[src/rtl/mem_access_unit.sv]
// mem_access_unit: memory pipeline stage; runs load/store bus transfers with req/ack,
// aligns and extends load data, and registers the write-back request.
// Ports: ex_* EX/MEM instruction in; bus_* data bus handshake; stall_req_o holds upstream;
// mem_w_reg_* registered write-back; fault_o / timeout_o one-cycle error pulses.
module mem_access_unit #(
  parameter int TIMEOUT = 16
) (
  input  logic        clk,
  input  logic        rst_n,
  input  logic        ex_valid_i,
  input  logic        ex_mem_rd_i,
  input  logic        ex_mem_wr_i,
  input  logic [2:0]  ex_mem_op_i,
  input  logic [31:0] ex_mem_addr_i,
  input  logic [31:0] ex_mem_wdata_i,
  input  logic        ex_w_reg_req_i,
  input  logic [4:0]  ex_w_reg_addr_i,
  input  logic [31:0] ex_w_reg_data_i,
  output logic        bus_req_o,
  output logic        bus_we_o,
  output logic [31:0] bus_addr_o,
  output logic [3:0]  bus_be_o,
  output logic [31:0] bus_wdata_o,
  input  logic        bus_ack_i,
  input  logic [31:0] bus_rdata_i,
  output logic        stall_req_o,
  output logic        mem_w_reg_req_o,
  output logic [4:0]  mem_w_reg_addr_o,
  output logic [31:0] mem_w_reg_data_o,
  output logic        fault_o,
  output logic        timeout_o
);
  typedef enum logic {IDLE, BUSY} state_t;
  state_t      state;
  logic [7:0]  cnt;
  logic [2:0]  op;
  logic [1:0]  lo;
  logic        l_req;
  logic [4:0]  l_rd;
  logic        is_mem, bad, last;
  logic [3:0]  be;
  logic [31:0] wdata, ext;
  logic [7:0]  b;
  logic [15:0] h;
  always_comb begin
    is_mem = ex_mem_rd_i | ex_mem_wr_i;
    // illegal funct3 011/110/111, misaligned half/word, or both directions at once
    bad = (ex_mem_rd_i & ex_mem_wr_i) | (ex_mem_op_i[1:0] == 2'b11) | (ex_mem_op_i[2] & ex_mem_op_i[1])
        | ((ex_mem_op_i[1:0] == 2'b01) & ex_mem_addr_i[0])
        | ((ex_mem_op_i == 3'b010) & (|ex_mem_addr_i[1:0]));
    be = ex_mem_op_i[1] ? 4'b1111 : ex_mem_op_i[0] ? (ex_mem_addr_i[1] ? 4'b1100 : 4'b0011)
       : 4'b0001 << ex_mem_addr_i[1:0];
    wdata = ex_mem_op_i[1] ? ex_mem_wdata_i : ex_mem_op_i[0] ? {2{ex_mem_wdata_i[15:0]}}
          : {4{ex_mem_wdata_i[7:0]}};
    last = cnt == 8'(TIMEOUT - 1);
    b = bus_rdata_i[{lo, 3'b000} +: 8];
    h = bus_rdata_i[{lo[1], 4'b0000} +: 16];
    // op[2] selects zero extension
    ext = op[1] ? bus_rdata_i : op[0] ? {{16{~op[2] & h[15]}}, h} : {{24{~op[2] & b[7]}}, b};
    stall_req_o = rst_n & (state == IDLE ? ex_valid_i & is_mem & ~bad : ~bus_ack_i & ~last);
  end
  always_ff @(posedge clk or negedge rst_n) begin
    if (!rst_n) begin
      state <= IDLE;
      cnt <= '0;
      op <= '0;
      lo <= '0;
      l_req <= 1'b0;
      l_rd <= '0;
      bus_req_o <= 1'b0;
      bus_we_o <= 1'b0;
      bus_addr_o <= '0;
      bus_be_o <= '0;
      bus_wdata_o <= '0;
      mem_w_reg_req_o <= 1'b0;
      mem_w_reg_addr_o <= '0;
      mem_w_reg_data_o <= '0;
      fault_o <= 1'b0;
      timeout_o <= 1'b0;
    end else begin
      fault_o <= 1'b0;
      timeout_o <= 1'b0;
      if (state == IDLE) begin
        if (ex_valid_i && is_mem) begin
          mem_w_reg_req_o <= 1'b0;
          if (bad) fault_o <= 1'b1;
          else begin
            state <= BUSY;
            cnt <= '0;
            op <= ex_mem_op_i;
            lo <= ex_mem_addr_i[1:0];
            l_req <= ex_w_reg_req_i;
            l_rd <= ex_w_reg_addr_i;
            bus_req_o <= 1'b1;
            bus_we_o <= ex_mem_wr_i;
            bus_addr_o <= {ex_mem_addr_i[31:2], 2'b00};
            bus_be_o <= be;
            bus_wdata_o <= wdata;
          end
        end else if (ex_valid_i) begin
          mem_w_reg_req_o <= ex_w_reg_req_i;
          mem_w_reg_addr_o <= ex_w_reg_addr_i;
          mem_w_reg_data_o <= ex_w_reg_data_i;
        end else mem_w_reg_req_o <= 1'b0;
      end else if (bus_ack_i) begin
        state <= IDLE;
        bus_req_o <= 1'b0;
        mem_w_reg_req_o <= ~bus_we_o & l_req;
        if (!bus_we_o) begin
          mem_w_reg_addr_o <= l_rd;
          mem_w_reg_data_o <= ext;
        end
      end else if (last) begin
        state <= IDLE;
        bus_req_o <= 1'b0;
        timeout_o <= 1'b1;
      end else cnt <= cnt + 8'd1;
    end
  end
endmodule

[config.mk]
export PLATFORM = sky130hd
export DESIGN_NAME = mem_access_unit
export DESIGN_NICKNAME = d
export VERILOG_FILES = /design/src/rtl/mem_access_unit.sv
export SDC_FILE = /design/constraint.sdc
export NUM_CORES = 1
export LEC_CHECK = 0
export CORE_ASPECT_RATIO = 1.4
export CORE_MARGIN = 4
export CORE_UTILIZATION = 40
export DETAILED_ROUTE_END_ITERATION = 12
export PLACE_DENSITY = 0.84
export SLEW_MARGIN = 25
export SYNTH_ARGS = -nofsm -noshare
export SYNTH_HDL_FRONTEND = slang
export SYNTH_SLANG_ARGS = --single-unit
[constraint.sdc]
create_clock -name clk -period 2.4 [get_ports clk]
set_clock_uncertainty 0.2 [all_clocks]
set_input_delay 0.24 -clock clk [delete_from_list [all_inputs] [get_ports clk]]
set_output_delay 0.24 -clock clk [all_outputs]
set_load 0.005 [all_outputs]
# ---- Yosys cells after proc, flatten, opt, wreduce, memory -nomap -nowiden
# Index checks and enable logic that the tools add are counted.
dict set report op_classes {
  n_mux 43
  reduce_logical 8
  add_sub_neg 1
  n_bitwise 22
  n_shift 3
  eq_ne 11
}
# cell count
set ops {}
lappend ops {{two-way mux 32 bit} 9}
lappend ops {{two-way mux 8 bit} 5}
lappend ops {{indexed part select 32 x 6 -> 16 bit} 1}
lappend ops {{indexed part select 32 x 6 -> 8 bit} 1}
lappend ops {{two-way mux 5 bit} 5}
lappend ops {{two-way mux 1 bit} 21}
lappend ops {{two-way mux 4 bit} 3}
lappend ops {{!= test 2 bit (second input constant)} 6}
lappend ops {{bitwise AND 1 bit} 11}
lappend ops {{adder 8 x 1 -> 8 bit (second input constant)} 1}
lappend ops {{equality test 8 x 4 -> 1 bit (second input constant)} 1}
lappend ops {{AND reduction 4 bit} 2}
lappend ops {{NOT 1 bit} 6}
lappend ops {{AND reduction 3 bit} 2}
lappend ops {{bitwise OR 1 bit} 5}
lappend ops {{nonzero test 2 bit} 2}
lappend ops {{<< shifter 1 x 2 -> 4 bit (first input constant)} 1}
lappend ops {{equality test 3 x 2 -> 1 bit (second input constant)} 1}
lappend ops {{!= test 3 x 2 -> 1 bit (second input constant)} 1}
lappend ops {{equality test 2 x 1 -> 1 bit (second input constant)} 1}
lappend ops {{equality test 2 bit (second input constant)} 1}
lappend ops {{OR reduction 2 bit} 1}
lappend ops {{logical AND 1 bit} 1}
dict set report word_totals {
  reg_bits 128
  wordCells 104
  output_inout_bits 111
}

# ---- Longest topological paths before layout
# Gate-level depths: netlist of run 1.
dict set report logic_depth {
  ltp_word 9
  depth_mapped 7
  mapped_depth_nobuf 5
}

# ---- Least setup slack after synthesis of run 1
# OpenSTA, ideal clock, no wires.
dict set report synth_path {
  path_type {reg-to-reg}
  from {register lo[0]}
  to {register mem_w_reg_data_o[8]}
  stages_incl_launch_ff 5
  setup_time_ps 125
  arrival_ps 1611
  period_less_slack_ps 1936
  slack_ps 464
  path_cell_list {dfrtp_1 -> mux4_2 -> a211oi_4 -> a21oi_1 -> mux2_4}
}
dict set report synth_between {
  elab_chain_len 7
}
# item line
set synth_rtl {}
lappend synth_rtl {{from (decl)} 37} ;# logic [1:0] lo;
lappend synth_rtl {{from (signal assigned)} 91} ;# lo <= ex_mem_addr_i[1:0];
lappend synth_rtl {{indexed part select 32 x 6 -> 8 bit} 56} ;# b = bus_rdata_i[{lo, 3'b000} +: 8];
lappend synth_rtl {{bitwise AND 1 bit} 59} ;# ext = op[1] ? bus_rdata_i : op[0] ? {{16{~op[2] & h[15]}}, h} : {{24{~op[2] & b[7]}}, b};
lappend synth_rtl {{two-way mux 32 bit (2 in a row)} 59}
lappend synth_rtl {{two-way mux 32 bit} 109} ;# if (!bus_we_o) begin
lappend synth_rtl {{two-way mux 32 bit} 105} ;# end else if (bus_ack_i) begin
lappend synth_rtl {{two-way mux 32 bit} 83} ;# if (state == IDLE) begin
lappend synth_rtl {{to (signal assigned)} 103} ;# mem_w_reg_data_o <= ex_w_reg_data_i;
lappend synth_rtl {{to (signal assigned)} 111} ;# mem_w_reg_data_o <= ext;
lappend synth_rtl {{to (decl)} 29} ;# output logic [31:0] mem_w_reg_data_o,
# No other way between the ends. The select of a mux whose other input is x is not followed.
# A chain may end at the register's enable or synchronous reset.

# ---- Final worst setup path of run 1
dict set report layout_path {
  from {register cnt[4]}
  to {output stall_req_o}
}
dict set report layout_between {
  elab_chain_len 5
}
# item line
set layout_rtl {}
lappend layout_rtl {{from (decl)} 35} ;# logic [7:0] cnt;
lappend layout_rtl {{from (signal assigned)} 117} ;# end else cnt <= cnt + 8'd1;
lappend layout_rtl {{equality test 8 x 4 -> 1 bit} 55} ;# last = cnt == 8'(TIMEOUT - 1);
lappend layout_rtl {{NOT 1 bit} 60} ;# stall_req_o = rst_n & (state == IDLE ? ex_valid_i & is_mem & ~bad : ~bus_ack_i & ~last);
lappend layout_rtl {{bitwise AND 1 bit} 60}
lappend layout_rtl {{two-way mux 1 bit} 60}
lappend layout_rtl {{bitwise AND 1 bit} 60}
lappend layout_rtl {{to (decl)} 26} ;# output logic stall_req_o,
# No other way between the ends.

==> flow_summary.yaml, run 1 <==
hold_path:
  hp-class: "in -> reg"
clock_tree:
  cts.htree.levels: 4
  cts_root_buf: "clkbuf_16"
  clkSinkCount: 128
  clk_pin_slew_ns: 0.06
  cts.path.max_buffers: 2
  clk_latency_ns: 0.41
  tritoncts: "yes"
  cts_buffers: 17
timing:
  fin_crit_sh_pct: 95.2
  holdWs_ns: 0.220
  setup-tns-final_ns: 0
  slew_viol_final: 0
  finalHoldViolations: 0
  rsz0062_at_grt: "no"
  tightest_slew_ns: 0.764
  period_minus_slack_ns: 2.29
  max_freq_ghz: 0.438
  maxSlewHeadroom_pct: 49.0
  setup_slack_ns: 0.115
  finalSetupViolCount: 0
synth:
  synth_edf_count: 0
  synth_adder_area_share_pct: 0.371
  synth_top_flop_cell: "dfrtp_1"
  synth.distinct_cells: 43
  ys_seq_elements: 128
  synthXorXnorAreaFrac_pct: 0.578
  synth_simple_gate_area_share_pct: 14.3
  avgSynthCellArea_um2: 10.7
  netlist_area_um2: 6060
  ys_seq_area_share_pct: 52.8
  synth_warnings: 0
  async_flop_share_pct: 100
  synth_top_family_by_area: "multiplexers"
  synth-compound-area-share_pct: 12.7
  muxShareOfSynthArea_pct: 15.8
  synthCells: 567
detailed_routing:
  drc_errors: 0
  ant_nets: 0
  wl_mm: 18.8
  via_per_inst: 5.12
  vias: 5302
  drt_first_iter_violations: 277
  wl_per_cell_um: 18.2
  drt_first_pass_iters: 4
grt:
  grt_first_pass_wirelength_mm: 29.5
  grt_max_degree: 129
  gr-usage-all-layers_pct: 21.8
  antenna_found_initial: 0
  overflow: 0
  first_global_vias: 5517
place:
  io_buffers: 251
  dp.cells: 1002
  gp_congestion: 0.875
  dp_hpwl_mm: 13.8
  preCtsSetupSlack_ns: -0.237
finish:
  nets: 975
  drive_gt1_share_pct: 16.7
  final-instance-count-excl-fill: 1036
  post-route-util_pct: 64.7
  seq_area_um2: 3200
  fillers: 1207
  multi_input_area_um2: 2710
  area_delta_synth_final_pct: 59.1
  antennaDiodeCount: 0
worst_setup_path:
  crit_fanout: 4
  cp.arrival_ns: 1.85
  critPathRequiredTime_ns: 1.96
  cp-start-kind: "register"
  cp-end-kind: "output pin"
  criticalPathCategory: "reg -> out"
floorplan:
  start_util_pct: 40.6
  io-pin-count: 254
  die_w_um: 112
  core_area_um2: 14900
  die_h_um: 154
  row_count: 53
  dieArea_um2: 17200
pwr:
  power.leakage_nw: 4.07
  worst_ir_drop_vdd_v: 0.000479
  p_per_area_nw_per_um2: 942
outcome:
  status: "completed"
job:
  cap_violations: 0
-- layer usage --
layer,GRT usage [%],up-vias,part of all wire (%)
met3,6.26,23,7.1
met4,6.53,0,1.6
met5,0,-,0
met1,25.4,2547,39
met2,38.7,205,53
li1,-,2527,-
-- area by class of cell --
class	instances	area share, %
tap	192	2.49
timing repair buffer	285	29.2
sequential	128	33.2
clock inverter	11	1.84
multi-input combinational	394	28.1
inverter	5	0.194
clock buffer	21	4.98
-- placed cells by master (no fill, tap or decap), drive strengths merged, types with 4 or more instances in the layout --
| cell type | count |
|---|---|
| o22ai | 7 |
| clkdlybuf4s50 | 249 |
| and2 | 5 |
| o21ai | 22 |
| nor3 | 24 |
| a211oi | 33 |
| nor2 | 33 |
| clkbuf | 21 |
| nand2 | 75 |
| buf | 34 |
| o31ai | 16 |
| nor2b | 27 |
| nand3 | 9 |
| a21o | 7 |
| a21oi | 23 |
| dfrtp | 128 |
| bufinv | 4 |
| mux2 | 64 |
| inv | 6 |
| mux2i | 19 |
-- synthesized netlist by cell type, types with 2 or more instances --
cell      count  area (µm²)
dfrtp_1     128        3200
nand2_1      75         282
mux2_2       57         642
nor2_1       33         124
a211oi_1     32         240
nor2b_1      27         169
nor3_1       24         120
a21oi_1      23         115
o21ai_0      22         110
clkbuf_1     20        75.1
mux2i_1      19         190
buf_2        16        80.1
o31ai_1      16         120
nand3_1       9        45.0
a21o_1        7        52.6
mux2_4        7         105
o22ai_1       7        43.8
and2_1        5        31.3
inv_1         5        18.8
buf_4         3        22.5
nand3b_1      3        22.5
xnor2_1       3        26.3
a22o_1        2        17.5
and3_1        2        12.5
buf_1         2        7.51
nand2b_1      2        12.5
nor4_1        2        12.5
-- per-stage QoR --
step	area, µm²	total power, mW
floorplan	6070	4.35
global placement	8940	6.20
detailed placement	8940	6.28
CTS	9650	9.18
global route	9650	9.58
finish	9650	9.09
-- what timing repair did --
item | CTS | global route
endpoints found under the setup margin | 1 | 0
buffers inserted | 1 | 0
hold buffers | 1 | 0
resized for setup | 9 | 0
endpoints found under the hold margin | 128 | 0
-- power breakdown --
group	leakage (nW)	switching (mW)	internal [mW]	total (mW)
combinational	2.22	1.12	1.89	3.01
clock	0.312	0.986	1.86	2.84
sequential	1.55	0.407	2.83	3.24
-- registers in the layout, indices dropped and copies added (netlist names), 2 cells and up --
| register | cells |
|---|---|
| cnt | 8 |
| bus_be_o | 4 |
| mem_w_reg_data_o | 32 |
| op | 3 |
| l_rd | 5 |
| bus_addr_o | 30 |
| bus_wdata_o | 32 |
| lo | 2 |
| mem_w_reg_addr_o | 5 |
-- worst paths after layout --
kind	cells past startpoint	endpoint	slack, ns	startpoint
setup / recovery	5	stall_req_o	0.11	cnt[4]
hold / removal	3	mem_w_reg_data_o[27]	0.22	bus_rdata_i[27]
setup reg to reg	5	bus_addr_o[3]	0.29	state
hold reg to reg	2	bus_wdata_o[8]	0.28	bus_wdata_o[8]
max in group asynchronous	3	lo[0]	1.09	rst_n
min in group asynchronous	3	mem_w_reg_data_o[26]	0.27	rst_n
-- cell families (layout without fill, tap and decap cells) --
family	Yosys count	after routing
AOI/OAI and AO/OA	115	115
xor gates and xnor gates	4	4
DFF	128	128
buffers and inverters	46	322
other	1	2
adders and majority gates	2	2
and+or+nand+nor	187	187
muxes	84	84
-- worst max-delay path: stages (launching register included) --
cell	delay (ns)
dfrtp_1	0.43
nor4_4	0.41
a21oi_4	0.11
nor2b_2	0.17
nor2b_1	0.06
dlygate4sd2_1	0.26
No activity file was read; power rests on OpenSTA's default activity.
==> run 2, diff against run 1 <==
- CORE_MARGIN: 4 -> 5
==> flow_summary.yaml, run 2 (synthesized netlist as in run 1, its figures left out) <==
timing:
  fin_crit_sh_pct: 94.0
  setup-tns-final_ns: 0
  finalHoldViolations: 0
  maxSlewHeadroom_pct: 40.2
  tightest_slew_ns: 0.897
  slew_viol_final: 0
  period_minus_slack_ns: 2.26
  max_freq_ghz: 0.443
  rsz0062_at_grt: "no"
  finalSetupViolCount: 0
  setup_slack_ns: 0.144
  holdWs_ns: 0.219
grt:
  antenna_found_initial: 0
  grt_max_degree: 71
  first_global_vias: 5647
  grt_first_pass_wirelength_mm: 30.0
  gr-usage-all-layers_pct: 21.8
  overflow: 0
detailed_routing:
  wl_mm: 19.4
  drt_first_iter_violations: 286
  via_per_inst: 5.13
  drt_first_pass_iters: 4
  ant_nets: 0
  drc_errors: 0
  vias: 5309
  wl_per_cell_um: 18.8
pwr:
  p_total_mw: 9.02
  p_sw_mw: 2.55
  p_seq_share_pct: 36.0
  p_comb_share_pct: 33.2
  netSwitchingFraction_pct: 28.2
  p_per_area_nw_per_um2: 940
  worst_ir_drop_vdd_v: 0.000545
  clkPwrFrac_pct: 30.7
  intPower_mw: 6.47
  power.leakage_nw: 4.04
clock_tree:
  tritoncts: "yes"
  cts.path.max_buffers: 2
  cts_buffers: 17
  cts_root_buf: "clkbuf_16"
  cts.htree.levels: 4
  clk_pin_slew_ns: 0.06
  clkSinkCount: 128
  clk_latency_ns: 0.40
finish:
  nets: 973
  post-route-util_pct: 64.0
  antennaDiodeCount: 0
  final_common_cell: "clkdlybuf4s50_1"
  final-instance-count-excl-fill: 1034
  drive_gt1_share_pct: 16.3
  final_cell_mix: "clkdlybuf4s50_1 (249), dfrtp_1 (128), nand2_1 (75), mux2_2 (57), nor2_1 (33)"
  final_cell_area_um2: 9600
  largestRegisters: "bus_wdata_o: 32 flops, mem_w_reg_data_o: 32 flops, bus_addr_o: 30 flops"
  area_delta_synth_final_pct: 58.2
worst_setup_path:
  cp-start-kind: "primary input"
  path_delay_family: "buffers and inverters"
  reg2reg_slack_ns: 0.23
  crit_fanout: 67
  r2r_end: "bus_addr_o[20]"
  cp.arrival_ns: 2.34
  cp_slowest_stage_delay_ns: 0.55
  rr_worst_depth: 5
  criticalPathCategory: "in -> reg"
  cp_slowest_cell: "clkdlybuf4s50_1"
  critPathRequiredTime_ns: 2.48
  startpoint: "ex_mem_op_i[0]"
  cp_num_buf_inv: 4
  reg2reg_from: "state"
  cp-end-kind: "register"
  crit_chain: "clkdlybuf4s50_1, a21oi_1, buf_4, o211ai_4, clkbuf_8, buf_12, mux2_2"
hold_path:
  min_path_cells: 3
  min_from: "bus_rdata_i[30]"
  whs_endpoint: "mem_w_reg_data_o[30]"
  hp-class: "in -> reg"
place:
  io_buffers: 251
  gp_congestion: 0.840
  preCtsSetupSlack_ns: -0.711
  placed_area_um2: 8900
  dp_hpwl_mm: 14.4
  dp.cells: 1001
floorplan:
  dieArea_um2: 17800
  start_util_pct: 40.5
  die_h_um: 156
  row_count: 53
  core_area_um2: 15000
  die_w_um: 114
  io-pin-count: 254
job:
  cap_violations: 0
outcome:
  status: "completed"
## run 2: worst min-delay path: cells and delay by family
kind	cells	cell delay (ns)
compound gates	1	0.07
buf+inv	1	0.41
simple gates	1	0.06
## run 2: cell type report
cell class	count	area [µm²]
multi-input combinational	394	2700
clock buffer	18	429
timing repair buffer	283	2810
fill	1190	5390
sequential	128	3200
inverter	5	18.8
clock inverter	14	203
tap	192	240
## run 2: worst max-delay path by stage
stage                                to  cells past startpoint
finish                   bus_addr_o[20]                      7
floorplan           mem_w_reg_data_o[8]                      4
global route                stall_req_o                      6
CTS                      bus_addr_o[20]                      7
detailed placement       bus_addr_o[20]                      7
global placement         bus_addr_o[22]                      7
## run 2: what timing repair did
action	4_1_cts	5_1_grt
buffers inserted	0	0
setup endpoints to repair	43	13
hold endpoints to repair	128	0
hold buffers	1	0
cloned	0	0
gates resized for setup	9	7
pin swaps	0	1
## run 2: power by group through the flow
stage,logic [mW],registers (mW),clock network [mW]
finish,3.00,3.25,2.77
global placement,2.96,3.24,0
floorplan,1.10,3.25,0
detailed placement,3.02,3.27,0
CTS,3.04,3.25,2.83
global route,3.25,3.34,2.93
## run 2: metal layers
layer / share of wire (%) / track usage, %
met1: 38 / 24.6
met2: 53 / 38.8
met3: 6.9 / 6.13
met4: 2.8 / 8.55
met5: 0 / 0
==> run 3, diff against run 2 <==
- SKIP_LAST_GASP: default -> 1
==> flow_summary.yaml, run 3 (synthesized netlist as in run 1, its figures left out) <==
clock_tree:
  cts.path.max_buffers: 2
  clk_pin_slew_ns: 0.06
  tritoncts: "yes"
  cts_buffers: 17
  clkSinkCount: 128
  clk_latency_ns: 0.40
  cts_setup_buffers: 0
  cts_root_buf: "clkbuf_16"
  cts.htree.levels: 4
detailed_routing:
  drt_first_iter_violations: 284
  drc_errors: 0
  vias: 5316
  wl_per_cell_um: 18.8
  ant_nets: 0
  wl_mm: 19.5
  via_per_inst: 5.14
  drt_first_pass_iters: 5
grt:
  grt_max_degree: 71
  antenna_found_initial: 0
  overflow: 0
  gr-usage-all-layers_pct: 21.8
  grt_first_pass_wirelength_mm: 30.0
  first_global_vias: 5642
finish:
  final_cell_mix: "clkdlybuf4s50_1 (249), dfrtp_1 (128), nand2_1 (75), mux2_2 (57), nor2_1 (33)"
  post-route-util_pct: 64.0
  final_common_cell: "clkdlybuf4s50_1"
  area_delta_synth_final_pct: 58.2
  antennaDiodeCount: 0
  drive_gt1_share_pct: 16.3
  largestRegisters: "bus_wdata_o: 32 flops, mem_w_reg_data_o: 32 flops, bus_addr_o: 30 flops"
  nets: 973
  final-instance-count-excl-fill: 1034
worst_setup_path:
  cp-start-kind: "primary input"
  rr_worst_depth: 5
  criticalPathCategory: "in -> reg"
  critPathRequiredTime_ns: 2.48
  reg2reg_from: "state"
  reg2reg_slack_ns: 0.22
  cp-end-kind: "register"
  r2r_end: "bus_addr_o[20]"
  cp.arrival_ns: 2.34
  crit_fanout: 67
floorplan:
  dieArea_um2: 17800
  row_count: 53
  die_h_um: 156
  die_w_um: 114
  core_area_um2: 15000
  io-pin-count: 254
  start_util_pct: 40.5
place:
  dp.cells: 1001
  gp_congestion: 0.840
  dp_hpwl_mm: 14.4
  preCtsSetupSlack_ns: -0.711
  io_buffers: 251
timing:
  fin_crit_sh_pct: 94.2
  max_freq_ghz: 0.442
  maxSlewHeadroom_pct: 40.2
  slew_viol_final: 0
  period_minus_slack_ns: 2.26
  finalHoldViolations: 0
  rsz0062_at_grt: "no"
  finalSetupViolCount: 0
  setup_slack_ns: 0.139
  tightest_slew_ns: 0.897
hold_path:
  hp-class: "in -> reg"
  whs_endpoint: "mem_w_reg_data_o[30]"
  min_from: "bus_rdata_i[30]"
  min_path_cells: 3
pwr:
  power.leakage_nw: 4.04
  worst_ir_drop_vdd_v: 0.000545
  p_per_area_nw_per_um2: 940
  p_total_mw: 9.02
job:
  cap_violations: 0
outcome:
  status: "completed"
[run 3: cell type report]
type	instances	area (µm²)
Tap cell	192	240
Clock buffer	18	429
Multi-Input combinational cell	394	2700
Fill cell	1190	5390
Clock inverter	14	203
Timing Repair Buffer	283	2810
Sequential cell	128	3200
Inverter	5	18.8
[run 3: how the worst max path moves through the flow]
stage	start	slack, ns	end
global route	cnt[0]	0.06	stall_req_o
floorplan	lo[0]	0.46	mem_w_reg_data_o[8]
global placement	ex_mem_op_i[0]	-0.64	bus_addr_o[22]
CTS	cnt[4]	-0.04	stall_req_o
finish	ex_mem_op_i[0]	0.14	bus_addr_o[20]
detailed placement	ex_mem_op_i[0]	-0.71	bus_addr_o[20]
[run 3: repair_timing]
| action | in CTS | in global routing |
|---|---|---|
| gates resized for setup | 8 | 8 |
| endpoints found under the setup margin | 43 | 13 |
| hold buffers | 1 | 0 |
| endpoints found under the hold margin | 128 | 0 |
| pin swaps | 0 | 1 |
[run 3: metrics by stage]
stage / hold slack, ns / TNS [ns] / area (µm²)
floorplan: -0.256 / 0 / 6070
global placement: 0.260 / -21.38 / 8900
detailed placement: 0.270 / -25.82 / 8900
CTS: 0.201 / -0.0417 / 9580
global route: 0.217 / 0 / 9600
finish: 0.219 / 0 / 9600
[run 3: power breakdown]
| group | internal (mW) | switching, mW |
|---|---|---|
| Clock | 1.76 | 1.01 |
| Sequential | 2.83 | 0.418 |
| Combinational | 1.88 | 1.11 |
[run 3: routing by layer]
layer	routed length, µm	track usage, %	share of wire (%)	vias to the layer above
met1	7320	24.5	38	2565
met5	0	0	0	-
li1	-	-	-	2516
met2	10200	38.8	53	204
met4	544	8.55	2.8	0
met3	1360	6.13	7.0	31
[run 3: worst max-delay path, cell delays in order]
cell             delay [ns]
clkdlybuf4s50_1        0.55
a21oi_1                0.09
buf_4                  0.16
o211ai_4               0.18
clkbuf_8               0.40
buf_12                 0.31
mux2_2                 0.38
